### src/rtl/light_ctrl_pkg.sv
// Shared definitions for the traffic-light controller and its counter:
// colour encodings, FSM state enum and small state/colour helpers.
// The FLASH state only exists when FLASH_EN is defined.
`timescale 1ns/100ps
package light_ctrl_pkg;

    // One-hot lamp / load encodings: bit2 RED, bit1 YELLOW, bit0 GREEN
    localparam logic [2:0] RED    = 3'b100;
    localparam logic [2:0] YELLOW = 3'b010;
    localparam logic [2:0] GREEN  = 3'b001;
    localparam logic [2:0] DARK   = 3'b000;

    typedef enum logic [3:0] {
        ST_IDLE,
        ST_LOAD_R,
        ST_RUN_R,
        ST_LOAD_G,
        ST_RUN_G,
        ST_LOAD_Y,
        ST_RUN_Y,
        ST_FAULT
`ifdef FLASH_EN
        , ST_FLASH
`endif
    } state_t;

    // Colour that follows the given one in the normal sequence
    function automatic logic [2:0] next_colour(input logic [2:0] c);
        case (c)
            RED:     next_colour = GREEN;
            GREEN:   next_colour = YELLOW;
            YELLOW:  next_colour = RED;
            default: next_colour = RED;
        endcase
    endfunction

    // Colour shown while in a LOAD/RUN state; RED for everything else
    function automatic logic [2:0] state_colour(input state_t s);
        case (s)
            ST_LOAD_G, ST_RUN_G: state_colour = GREEN;
            ST_LOAD_Y, ST_RUN_Y: state_colour = YELLOW;
            default:             state_colour = RED;
        endcase
    endfunction

    function automatic state_t load_state(input logic [2:0] c);
        case (c)
            GREEN:   load_state = ST_LOAD_G;
            YELLOW:  load_state = ST_LOAD_Y;
            default: load_state = ST_LOAD_R;
        endcase
    endfunction

    function automatic state_t run_state(input logic [2:0] c);
        case (c)
            GREEN:   run_state = ST_RUN_G;
            YELLOW:  run_state = ST_RUN_Y;
            default: run_state = ST_RUN_R;
        endcase
    endfunction

endpackage

### src/rtl/light_phase_controller_watchdog.sv
// light_watchdog: counts RUN cycles since the last counter load and flags
// when the allowed number of cycles without `last` has been used up.
// `expired` is a pure function of the count so the FSM can gate it with
// its own enable without forming a combinational loop.
`timescale 1ns/100ps
module light_watchdog
    import light_ctrl_pkg::*;
#(
    parameter int pWDOG_MAX   = 32,
    parameter int pWDOG_WIDTH = 6
) (
    input  logic clk,
    input  logic rst_n,
    input  logic clear,
    input  logic enable,
    output logic expired
);

    // Count value seen in the last permitted RUN cycle
    localparam logic [pWDOG_WIDTH-1:0] TERM = pWDOG_WIDTH'(pWDOG_MAX - 1);

    logic [pWDOG_WIDTH-1:0] count;

    // Clear has priority; otherwise count enabled RUN cycles
    always_ff @(posedge clk or negedge rst_n) begin
        if (!rst_n) begin
            count <= '0;
        end else if (clear) begin
            count <= '0;
        end else if (enable) begin
            count <= count + 1'b1;
        end
    end

    assign expired = (count == TERM);

endmodule

### src/rtl/light_phase_controller.sv
// light_phase_controller: sequencing master for one light counter.
// Issues one-hot load pulses, enables the counter, advances
// RED -> GREEN -> YELLOW -> RED on `last`, drives the lamps and latches a
// sticky fault if the counter never reports `last`.
// Optional maintenance flashing is built only when FLASH_EN is defined.
`timescale 1ns/100ps
module light_phase_controller
    import light_ctrl_pkg::*;
#(
    parameter int pINIT_WIDTH = 3,
    parameter int pWDOG_MAX   = 32,
    parameter int pWDOG_WIDTH = 6,
    parameter int pFLASH_HALF = 4
) (
    input  logic                   clk,
    input  logic                   rst_n,
    input  logic                   en_in,
    input  logic                   last,
`ifdef FLASH_EN
    input  logic                   flash,
`endif
    output logic [pINIT_WIDTH-1:0] init,
    output logic                   cnt_en,
    output logic [pINIT_WIDTH-1:0] lamp,
    output logic                   fault
);

    state_t     state;
    state_t     state_next;
    logic [2:0] colour;
    logic       wd_clear;
    logic       wd_en;
    logic       wd_expired;

    light_watchdog #(
        .pWDOG_MAX   (pWDOG_MAX),
        .pWDOG_WIDTH (pWDOG_WIDTH)
    ) u_watchdog (
        .clk     (clk),
        .rst_n   (rst_n),
        .clear   (wd_clear),
        .enable  (wd_en),
        .expired (wd_expired)
    );

`ifdef FLASH_EN
    localparam int FLASH_CW = (pFLASH_HALF > 1) ? $clog2(pFLASH_HALF) : 1;

    logic [FLASH_CW-1:0] flash_cnt;
    logic                flash_dark;

    // Flash blink timer: idle outside FLASH so every entry starts lit
    always_ff @(posedge clk or negedge rst_n) begin
        if (!rst_n) begin
            flash_cnt  <= '0;
            flash_dark <= 1'b0;
        end else if (state != ST_FLASH) begin
            flash_cnt  <= '0;
            flash_dark <= 1'b0;
        end else if (flash_cnt == FLASH_CW'(pFLASH_HALF - 1)) begin
            flash_cnt  <= '0;
            flash_dark <= ~flash_dark;
        end else begin
            flash_cnt  <= flash_cnt + 1'b1;
        end
    end
`endif

    // State register
    always_ff @(posedge clk or negedge rst_n) begin
        if (!rst_n) begin
            state <= ST_IDLE;
        end else begin
            state <= state_next;
        end
    end

    // Next-state and output decode; en_in low freezes LOAD/RUN in place
    always_comb begin
        state_next = state;
        colour     = state_colour(state);
        init       = '0;
        cnt_en     = 1'b0;
        lamp       = pINIT_WIDTH'(RED);
        fault      = 1'b0;
        wd_clear   = 1'b0;
        wd_en      = 1'b0;

        case (state)
            ST_IDLE: begin
                wd_clear = 1'b1;
                if (en_in) begin
                    state_next = ST_LOAD_R;
                end
            end
            ST_LOAD_R, ST_LOAD_G, ST_LOAD_Y: begin
                // `last` is stale here: the counter loads at the end of this cycle
                lamp = pINIT_WIDTH'(colour);
                if (en_in) begin
                    init       = pINIT_WIDTH'(colour);
                    cnt_en     = 1'b1;
                    wd_clear   = 1'b1;
                    state_next = run_state(colour);
                end
            end
            ST_RUN_R, ST_RUN_G, ST_RUN_Y: begin
                lamp = pINIT_WIDTH'(colour);
                if (en_in) begin
                    cnt_en = 1'b1;
                    wd_en  = 1'b1;
                    // `last` beats a simultaneous watchdog timeout
                    if (last) begin
                        state_next = load_state(next_colour(colour));
                    end else if (wd_expired) begin
                        state_next = ST_FAULT;
                    end
                end
            end
            ST_FAULT: begin
                fault = 1'b1;
            end
`ifdef FLASH_EN
            ST_FLASH: begin
                lamp     = flash_dark ? pINIT_WIDTH'(DARK) : pINIT_WIDTH'(YELLOW);
                wd_clear = 1'b1;
                if (!flash) begin
                    state_next = ST_LOAD_R;
                end
            end
`endif
            default: begin
                state_next = ST_IDLE;
            end
        endcase

`ifdef FLASH_EN
        // Maintenance request overrides everything except a latched fault
        if (flash && (state != ST_FAULT)) begin
            state_next = ST_FLASH;
        end
`endif
    end

endmodule

### config.mk
export PLATFORM = sky130hd
export DESIGN_NAME = light_phase_controller
export DESIGN_NICKNAME = d
export VERILOG_FILES = /design/src/rtl/light_ctrl_pkg.sv /design/src/rtl/light_phase_controller_watchdog.sv /design/src/rtl/light_phase_controller.sv
export SDC_FILE = /design/constraint.sdc
export NUM_CORES = 1
export LEC_CHECK = 0
export ABC_AREA = 1
export BUFFER_PORTS_ARGS = -buffer_cell sky130_fd_sc_hd__buf_2
export CORE_AREA = 2 2 39 41
export CTS_CLUSTER_SIZE = 10
export DETAILED_ROUTE_END_ITERATION = 10
export DIE_AREA = 0 0 41 43
export GPL_TIMING_DRIVEN = 0
export PLACE_DENSITY = 0.77
export SLEW_MARGIN = 15
export SYNTH_ARGS = -nofsm -noshare
export SYNTH_HDL_FRONTEND = slang
export SYNTH_SLANG_ARGS = --single-unit
export TNS_END_PERCENT = 100
### constraint.sdc
create_clock -name clk -period 4.9 [get_ports clk]
set_clock_uncertainty 0.1 [all_clocks]
set_input_delay 0.98 -clock clk [delete_from_list [all_inputs] [get_ports clk]]
set_output_delay 0.98 -clock clk [all_outputs]
set_load 0.03 [all_outputs]
# --- Word-level counts from Yosys, hierarchy flattened ---
# Index checks and enable logic that the tools add are counted.
# W data, S select, Z words.
word_totals:
  regBits: 10
  inputBits: 4
  output_inout_bits: 8
classes:
  addsub: 1
  n_eq_ne: 17
  mux: 23
  bitwise_logic: 1
  n_reduce_logical: 8
ops:
  columns: ["operator", "n"]
  rows:
  - ["$pmux W3 S2", 4]
  - ["$mux W4", 5]
  - ["$mux W3", 6]
  - ["$eq A4 B3 Y1 const B", 4]
  - ["$pmux W4 S4", 1]
  - ["$mux W6", 2]
  - ["$eq A4 B2 Y1 const B", 2]
  - ["$add A6 B1 Y6 const B", 1]
  - ["$eq A3 B1 Y1 const B", 2]
  - ["$eq A3 B2 Y1 const B", 2]
  - ["$eq A6 B5 Y1 const B", 1]
  - ["$ne A2 B2 Y1 const B", 3]
  - ["$reduce_or A3 Y1", 2]
  - ["$reduce_or A6 Y1", 1]
  - ["$reduce_and A5 Y1", 1]
  - ["$eq A4 B1 Y1 const B", 1]
  - ["$logic_not A4 Y1", 1]
  - ["$mux W1", 4]
  - ["$reduce_or A2 Y1", 2]
  - ["$eq A3 B3 Y1 const B", 1]
  - ["$ne A3 B2 Y1 const B", 1]
  - ["$pmux W1 S2", 1]
  - ["$reduce_bool A2 Y1", 1]
  - ["$not A1 Y1", 1]

# --- Logic depth before layout (Yosys ltp) ---
# Gate-level depths: netlist (run 1).
depth:
  ltp_word: 13
  mapped_depth: 13
  mapped_depth_nobuf: 12

# --- Modules after synthesis ---
# Synthesis (run 1) repeated with hierarchy kept, for this count alone.
unflattened:
  hier_cells: 104
  area_unflattened_um2: 680.7
modules_own_cells:
  columns: ["module", "n_inst", "cells_per_inst", "area_each_um2", "seq_area_each_um2"]
  rows:
  - ["light_phase_controller", 1, 62, 362.8, 75.1]
  - ["light_watchdog", 1, 42, 317.8, 150.1]

# --- Worst setup path before layout (run 1) ---
# OpenSTA, ideal clock, no wires.
synth_path:
  path_type: "register to output"
  start: "register state[1]"
  end: "output init[0]"
  arrival_ns: 1.989
  t_required_ns: 3.820
  path_slack_ns: 1.831
  path_stages_with_launch: 10
  path_cell_list: "dfrtp_1 > clkbuf_2 > nand2_1 > inv_1 > nor2_1 > inv_1 > ha_1 > inv_1 > nand2_1 > nor2_1"
synth_via:
  elab_chain_len: 5
  elab_cells_between_ends: 11
  cone_classes: "5 x eq/ne; 3 x mux; 3 x reduce/logical"
synth_rtl:
  columns: ["item", "line_no", "source"]
  rows:
  - ["from (decl)", "light_phase_controller.sv:28", "state_t state;"]
  - ["from (signal assigned)", "light_phase_controller.sv:74", "state <= state_next;"]
  - ["$eq A4 B3 Y1, or another cell as far along", "light_ctrl_pkg.sv:39", "case (s)"]
  - ["$reduce_or A2 Y1", "light_ctrl_pkg.sv:39", null]
  - ["$pmux W3 S2", "light_ctrl_pkg.sv:39", null]
  - ["$mux W3", "light_phase_controller.sv:99", "if (en_in) begin"]
  - ["$mux W3 (*)", "light_phase_controller.sv:89", "case (state)"]
  - ["to (decl)", "light_phase_controller.sv:22", "output logic [pINIT_WIDTH-1:0] init,"]
# Mark *: on every way between the ends. The rest lies on a longest branch, timed or not.

# --- Final worst setup path (run 1) ---
# Ends and elaborated chain as after synthesis.

==> summary.txt, run 1 <==
Logic synthesis
  • Most common cell in the netlist: nand2_1
  • Post-Syn Nets: 117
  • Compound-Gate Fraction of Synth Area: 0.0659
  • Post-Synth XOR/XNOR Area: 0
  • Synth cell types: 15
  • Post-synthesis sequential area ratio: 0.330
  • Ranking of synthesized cells by area: dfrtp_1, nand2_1, inv_1
  • Ys async rst share: 1.00
  • Post-synth EDFFs: 0
  • Yosys warns: 0
  • Post-synthesis mux area share: 0
  • Synth Area in Adders: 0.0733
  • Largest family of logic cells by synthesized area: simple AND/OR/NAND/NOR gates
  • Post-synthesis cell area: 683 um^2
  • Syn_area_per_cell: 6.27 um^2
  • Commonest cells in the netlist: nand2_1, inv_1, nor2_1, dfrtp_1, nand3_1
  • Top cell type's share of synthesized area: 0.330
  • Dominant synthesized flop cell: dfrtp_1
  • Cell taking the most area after synthesis: dfrtp_1
  • Number of synthesized register bits: 9
  • Post-Synth Simple-Gate Area: 0.408
  • Post-Syn Instances: 109

Timing
  • Final Hold Vio Count: 0
  • Final min period: 2.92 ns
  • Setup TNS: 0 ns
  • Worst Hold Margin: 0.399 ns
  • Max Transition Viols Final: 0
  • Fin crit share: 0.596
  • Worst Tran Pin Value: 0.237 ns
  • Fmax: 343 MHz
  • Unrepaired setup endpoints after global routing: false
  • Worst setup slack after layout: 1.98 ns
  • Endpoints failing setup: 0
  • Relative slew slack: 0.842

Global routing
  • Grt ovf: 0
  • Initial antenna violation count: 0
  • GRT Total Usage: 0.195
  • Largest net degree at the start of global routing: 10
  • Vias in the first global route: 585
  • First-pass GRT wire length: 2.27 mm

Drt
  • DRT Wirelength: 1.36 mm
  • Antenna Nets Post-Route: 0
  • Drt pass-1 iters: 4
  • Wire length per cell: 9.71 um
  • DRC viols: 0
  • Via count: 662
  • Mean number of vias per cell: 4.73
  • Iter 0 DRT Violations: 15

Clock tree
  • CTS Hold Buffers Added: 0
  • Postcts setup bufs: 0
  • CTS tree: built
  • Num CTS Buffers: 3
  • Worst skew pair latency: 0.26 ns
  • Clock buffer depth: 2
  • # resized after CTS: 0
  • Clock Pin Slew Worst Setup and Hold Paths: 0.06 ns
  • Clk sinks: 9
  • CTS HTree Levels: 1
  • Root Driver: clkbuf_4

Critical path
  • Slowest-stage cell, CP: dfrtp_1
  • Most frequent CP cell: nand2_1
  • Crit-path max FO: 8
  • Element type at the critical path end: primary output
  • Origin of the critical flop-to-flop path: state[1]$_DFFE_PN0P_
  • Worst EP arrival: 1.84 ns
  • Slowest stage delay, CP: 0.35 ns
  • Critical path, cell by cell: clkbuf_2 -> nor2_1 -> nand2_1 -> nand2_1 -> inv_1 -> ha_1 -> inv_1 -> nand2_1 -> nor2_1 -> buf_2
  • CP required: 3.82 ns
  • Worst Reg-to-Reg Cells: 12
  • R2r endpoint: state[1]$_DFFE_PN0P_
  • Startpoint Class: flop
  • Reg2Reg Setup Slack: 3.15 ns
  • Kind of critical path: flop to primary output

Hold path
  • Hold Crit Class: flop to flop
  • WHS Endpoint: u_watchdog.count[4]$_DFFE_PN0P_
  • Beginning of the worst hold path: u_watchdog.count[4]$_DFFE_PN0P_
  • Hold depth: 2

Place
  • Placed wire-length estimate: 1.11 mm
  • Inst Count DP: 136
  • RePlAce Congestion: 0.818
  • Pre-CTS setup slack: 2.26 ns
  • Port Buffers: 11

Finish
  • Final Util: 0.567
  • Final Non-Filler Cells: 140
  • Final net count: 133
  • ANT cells: 0
  • Area of the multi-input gates: 374 um^2
  • Register area: 225 um^2
  • Layout cell share with drive strength beyond 1: 0.202
  • Area delta synth->final: 14.8%
  • Filler instances: 141

Floorplanning
  • Placeable Area: 0.00138 mm^2
  • Number of top-level pins: 12
  • Starting density of the core: 0.494
  • Die footprint: 0.00176 mm^2
  • Std-Cell Rows: 14
  • Die Wd: 41 um
  • Die H: 43 um

Pwr
  • Peak supply drop: 0.270 mV
  • Pwr/cell area: 545 mW/mm^2
  • Leakage power: 0.469 nW

Job
  • Max cap viols: 0

Status
  • Status: complete, no violations
==> worst max-delay path by stage <==
stage                         startpoint       to  slack (ns)
global placement    state[1]$_DFFE_PN0P_  init[0]        2.27
floorplan           state[1]$_DFFE_PN0P_  init[0]        1.83
detailed placement  state[1]$_DFFE_PN0P_  init[0]        2.26
global route        state[1]$_DFFE_PN0P_  init[0]        1.75
finish              state[1]$_DFFE_PN0P_  init[0]        1.98
CTS                 state[1]$_DFFE_PN0P_  init[0]        1.97
==> where the power goes <==
group	switching [W]	internal [W]
registers	0.0000223	0.0000915
clock network	0.0000261	0.0000314
logic	0.000180	0.0000764
==> kinds of logic (layout without fill, tap and decap cells) <==
group,count (synthesis),count (layout)
buf+inv,22,37
flops,9,9
compound gates,9,9
simple gates,65,65
fa+ha+maj,4,4
==> flip-flops by register name (all words and copies together) (netlist names) <==
signal / cells
u_watchdog.count: 6
state: 3
==> layout by cell type (no fill, tap or decap), drive strengths merged <==
| master | n |
|---|---|
| a21oi | 4 |
| buf | 11 |
| clkbuf | 5 |
| dfrtp | 9 |
| ha | 4 |
| inv | 21 |
| nand2 | 40 |
| nand3 | 9 |
| nand4 | 1 |
| nor2 | 14 |
| nor3 | 1 |
| o21ai | 5 |
==> final cells by class <==
class,instances,area share
buffer,1,0.00638
inverter,21,0.100
multi-input combinational,78,0.477
clock buffer,4,0.0335
tap,16,0.0255
timing repair buffer,11,0.0702
sequential,9,0.287
==> routing by layer <==
| metal | vias up | wire, um | global-route usage |
|---|---|---|---|
| met1 | 289 | 614 | 0.222 |
| met2 | 10 | 701 | 0.306 |
| li1 | 361 | - | - |
| met3 | 2 | 28 | 0.0628 |
| met5 | - | 0 | 0 |
| met4 | 0 | 14 | 0.100 |
==> critical path, delay by kind of cell (launching register included) <==
kind                       cells  cell delay [ns]
DFF                            1             0.35
and+or+nand+nor                5             0.51
adders and majority gates      1             0.18
buffers and inverters          4             0.54
==> metrics by stage <==
stage	power, W	area [um^2]
2_1_floorplan	0.000312	683
3_3_place_gp	0.000365	758
3_5_place_dp	0.000373	758
4_1_cts	0.000431	785
5_1_grt	0.000475	785
6_report	0.000428	785
Power figures use the tool's default switching activity.
==> run 2, diff against run 1 <==
clock period = 2.7 ns   (was 4.9 ns; I/O delays follow)
==> run 2 against run 1 <==
Critical path depth is the same. Non-clock buffer count did not move. Clock power up 81%. Register-to-register slack worse by 2.2 ns. Via count is the same. Worst setup slack got worse by 1.7 ns. Sequential power is 81% higher. Core utilization increased by 0.36 points. Total power is 82% higher. Die area stayed put. Sequential share of layout area fell by 0.18 points.
==> summary.txt, run 2 (synthesis results as in run 1) <==
Floorplanning
  • Die Wd: 41 um
  • Placeable Area: 0.00138 mm^2
  • Die H: 43 um
  • Starting density of the core: 0.494
  • Std-Cell Rows: 14
  • Die footprint: 0.00176 mm^2
  • Number of top-level pins: 12

Timing
  • Relative slew slack: 0.842
  • Final Hold Vio Count: 0
  • Setup TNS: 0 ns
  • Unrepaired setup endpoints after global routing: false
  • Worst Tran Pin Value: 0.237 ns
  • Final min period: 2.44 ns
  • Max Transition Viols Final: 0
  • Fmax: 409 MHz
  • Endpoints failing setup: 0
  • Fin crit share: 0.905

Finish
  • Layout cell share with drive strength beyond 1: 0.210
  • Largest register by flop count: u_watchdog.count
  • Filler instances: 143
  • Commonest non-fill, non-tap cells in the layout: nand2_1, inv_1, nor2_1
  • Final Cell Area: 790 um^2
  • Largest regs: u_watchdog.count: 6 flops, state: 3 flops
  • ANT cells: 0
  • Largest register FFs: 6
  • Area delta synth->final: 15.6%
  • Final Non-Filler Cells: 140
  • Area of the multi-input gates: 377 um^2
  • Final net count: 133
  • Most common cell after layout, fill and taps aside: nand2_1
  • Register area: 225 um^2

Hold path
  • Hold Crit Class: input port to asynchronous set/reset pin

Global routing
  • Vias in the first global route: 585
  • Largest net degree at the start of global routing: 10
  • First-pass GRT wire length: 2.27 mm
  • GRT Total Usage: 0.195
  • Grt ovf: 0
  • Initial antenna violation count: 0

Place
  • Dpl cell area: 758 um^2
  • Placed wire-length estimate: 1.11 mm
  • Inst Count DP: 136
  • Port Buffers: 11
  • RePlAce Congestion: 0.818

Critical path
  • CP required: 2.06 ns
  • Worst EP arrival: 1.80 ns
  • Startpoint Class: flop
  • Crit-path max FO: 8
  • Element type at the critical path end: primary output
  • Slowest stage delay, CP: 0.35 ns
  • Critical path, cell by cell: clkbuf_2 -> nor2_1 -> nand2_1 -> nand2_2 -> inv_1 -> ha_1 -> inv_1 -> nand2_1 -> nor2_1 -> clkbuf_4
  • Kind of critical path: flop to primary output
  • Slowest-stage cell, CP: dfrtp_1

Clock tree
  • Postcts setup bufs: 0
  • CTS HTree Levels: 1
  • Clk sinks: 9
  • CTS Hold Buffers Added: 0
  • Clock Pin Slew Worst Setup and Hold Paths: 0.06 ns
  • # resized after CTS: 0
  • CTS tree: built
  • Worst skew pair latency: 0.26 ns
  • Root Driver: clkbuf_4
  • Num CTS Buffers: 3
  • Clock buffer depth: 2

Pwr
  • Pwr/cell area: 988 mW/mm^2
  • Leakage power: 0.468 nW
  • Peak supply drop: 0.514 mV

Job
  • Max cap viols: 0

Drt
  • Top sig layer: met4
  • Via count: 662
  • Met1 Routed Length: 617 um
  • Wire length per cell: 9.71 um
  • Antenna Nets Post-Route: 0
  • Iter 0 DRT Violations: 14
  • Routed met2 length: 698 um
  • Drt pass-1 iters: 4
  • Mean number of vias per cell: 4.73
  • DRT Wirelength: 1.36 mm
  • DRC viols: 0
  • Routed wl met3: 28 um

Status
  • Status: complete, no violations
## run 2: layout make-up
type,count,area share
Buffer,1,0.00634
Clock buffer,4,0.0333
Inverter,21,0.0998
Multi-Input combinational cell,78,0.477
Sequential cell,9,0.285
Tap cell,16,0.0254
Timing Repair Buffer,11,0.0729
## run 2: path summary, 6_finish.rpt
check | startpoint | endpoint | slack [ns] | cells after the start
worst min-delay path | rst_n | u_watchdog.count[0]$_DFFE_PN0P_ | 0.02 | 1
worst max-delay path | state[1]$_DFFE_PN0P_ | init[0] | 0.26 | 10
min in group clk | u_watchdog.count[4]$_DFFE_PN0P_ | u_watchdog.count[4]$_DFFE_PN0P_ | 0.40 | 2
max in group asynchronous | rst_n | state[2]$_DFFE_PN0P_ | 2.31 | 1
worst max register to register | state[1]$_DFFE_PN0P_ | state[1]$_DFFE_PN0P_ | 0.98 | 12
worst min register to register | u_watchdog.count[4]$_DFFE_PN0P_ | u_watchdog.count[4]$_DFFE_PN0P_ | 0.40 | 2
## run 2: power by group
part           leakage (nW)  switching (W)  internal [W]  total [W]
registers             0.120      0.0000404      0.000166   0.000206
logic                 0.333       0.000328      0.000141   0.000469
clock network        0.0150      0.0000474     0.0000570   0.000104
total                 0.468       0.000416      0.000364   0.000780
## run 2: metal layers
layer,GRT usage,up-vias
met4,0.100,0
met2,0.306,10
met1,0.222,289
met3,0.0628,2
met5,0,-
li1,-,361
## run 2: worst max-delay path: cells and delay by family (launching register included)
family | cells | cell delay (ns)
DFF | 1 | 0.35
buffers and inverters | 4 | 0.52
adders and majority gates | 1 | 0.18
and+or+nand+nor | 5 | 0.49
## run 2: per-stage QoR
stage               worst slack (ns)  power (W)  hold slack, ns   util
finish                         0.256   0.000780          0.0183  0.571
global route                  0.0538   0.000866          0.0165  0.571
CTS                            0.214   0.000782          0.0172  0.567
detailed placement             0.501   0.000676           0.300  0.548
global placement               0.507   0.000663           0.300  0.548
floorplan                     0.0714   0.000566           0.144      -
==> run 3, diff against run 2 <==
CORE_AREA = 5 5 42 44   (was 2 2 39 41)
DIE_AREA = 0 0 47 49   (was 0 0 41 43)
==> run 3 against run 2 <==
Count of clock-buffer cells in the layout unchanged. Combinational power about the same. Via count up 1.5%. Total power about the same. Critical endpoint unchanged. Non-clock buffer count unchanged. Largest power group unchanged. First-iteration DRC count up 7.1%. Cell count unchanged. Clock power about the same. Critical path depth unchanged. Maximum frequency down 1.4%. Core utilization down 1.1 points. Routed wire length down 0.15%.
==> summary.txt, run 3 (synthesis results as in run 1) <==
Pwr
  • Leakage power: 0.469 nW
  • Pwr/cell area: 994 mW/mm^2
  • Peak supply drop: 0.557 mV

Finish
  • Final net count: 133
  • Commonest non-fill, non-tap cells in the layout: nand2_1, inv_1, nor2_1
  • Largest regs: u_watchdog.count: 6 flops, state: 3 flops
  • ANT cells: 0
  • Final Cell Area: 785 um^2
  • Area delta synth->final: 14.8%
  • Final Util: 0.560
  • Layout cell share with drive strength beyond 1: 0.202
  • Most common cell after layout, fill and taps aside: nand2_1
  • Largest register by flop count: u_watchdog.count
  • Largest register FFs: 6

Timing
  • Final min period: 2.48 ns
  • Relative slew slack: 0.843
  • Setup TNS: 0 ns
  • Fin crit share: 0.918
  • Max Transition Viols Final: 0
  • Fmax: 403 MHz
  • Final Hold Vio Count: 0
  • Unrepaired setup endpoints after global routing: false
  • Endpoints failing setup: 0
  • Worst Tran Pin Value: 0.236 ns

Clock tree
  • Clock buffer depth: 2
  • # resized after CTS: 0
  • Worst skew pair latency: 0.26 ns
  • Clock Pin Slew Worst Setup and Hold Paths: 0.06 ns
  • CTS Hold Buffers Added: 0
  • CTS tree: built
  • Clk sinks: 9
  • Root Driver: clkbuf_4
  • Postcts setup bufs: 0
  • Num CTS Buffers: 3
  • CTS HTree Levels: 1

Floorplanning
  • Std-Cell Rows: 14
  • Placeable Area: 0.00140 mm^2
  • Die H: 49 um
  • Die Wd: 47 um
  • Die footprint: 0.00230 mm^2
  • Number of top-level pins: 12
  • Starting density of the core: 0.487

Drt
  • Mean number of vias per cell: 4.80
  • Wire length per cell: 9.69 um
  • Antenna Nets Post-Route: 0
  • DRC viols: 0
  • Drt pass-1 iters: 4
  • Iter 0 DRT Violations: 15
  • DRT Wirelength: 1.36 mm
  • Via count: 672

Global routing
  • Initial antenna violation count: 0
  • Largest net degree at the start of global routing: 10
  • Vias in the first global route: 565
  • Grt ovf: 0
  • GRT Total Usage: 0.133
  • First-pass GRT wire length: 2.23 mm

Critical path
  • Crit-path max FO: 8
  • Reg2Reg Setup Slack: 0.94 ns
  • CP required: 2.06 ns
  • Origin of the critical flop-to-flop path: state[1]$_DFFE_PN0P_
  • Setup crit start: state[1]$_DFFE_PN0P_
  • Startpoint Class: flop
  • Kind of critical path: flop to primary output
  • Element type at the critical path end: primary output
  • Worst EP arrival: 1.84 ns

Place
  • RePlAce Congestion: 0.874
  • Port Buffers: 11
  • Dpl cell area: 758 um^2
  • Placed wire-length estimate: 1.11 mm

Status
  • Status: complete, no violations

Hold path
  • Hold Crit Class: input port to asynchronous set/reset pin

Job
  • Max cap viols: 0
==> run 3: cell types whose count changed in the layout (fill, tap and decap cells not counted), sizes merged <==
cell    previous run  this run
buf               10        11
clkbuf             6         5
==> run 3: final timing paths <==
kind / to / cells after the start
max: init[0] / 10
min: state[0]$_DFFE_PN0P_ / 1
max reg2reg: state[1]$_DFFE_PN0P_ / 12
min reg2reg: u_watchdog.count[5]$_DFFE_PN0P_ / 2
max in group asynchronous: state[2]$_DFFE_PN0P_ / 1
min in group clk: u_watchdog.count[5]$_DFFE_PN0P_ / 2
==> run 3: power breakdown <==
part	switching [W]	internal (W)
Sequential	0.0000406	0.000166
Combinational	0.000332	0.000140
Clock	0.0000449	0.0000568
==> run 3: area by class of cell <==
cell class,count,area [um^2]
Buffer,1,5.00
Clock buffer,4,26.3
Fill cell,135,617
Inverter,21,78.8
Multi-Input combinational cell,78,374
Sequential cell,9,225
Tap cell,16,20.0
Timing Repair Buffer,11,55.1
==> run 3: per-stage QoR <==
step	worst slack [ns]	std cells	total power, W	hold WS, ns
after floorplan	0.0714	109	0.000566	0.144
after global placement	0.522	136	0.000665	0.299
after detailed placement	0.492	136	0.000679	0.299
after CTS	0.201	140	0.000787	0.0113
after global routing	0.0166	140	0.000857	0.0169
final	0.220	140	0.000780	0.0155
==> run 3: routing by layer <==
metal / up-vias / track usage / share of wire
met5: - / 0 / 0
met4: 0 / 0.0691 / 0.013
met3: 2 / 0.0590 / 0.054
met2: 22 / 0.176 / 0.44
met1: 288 / 0.177 / 0.50
li1: 360 / - / -
==> run 3: critical path, stage by stage, from the launching register on <==
cell	delay, ns
dfrtp_1	0.35
clkbuf_2	0.16
nor2_1	0.16
nand2_1	0.06
nand2_1	0.14
inv_1	0.06
ha_1	0.19
inv_1	0.11
nand2_1	0.09
nor2_1	0.08
buf_2	0.20
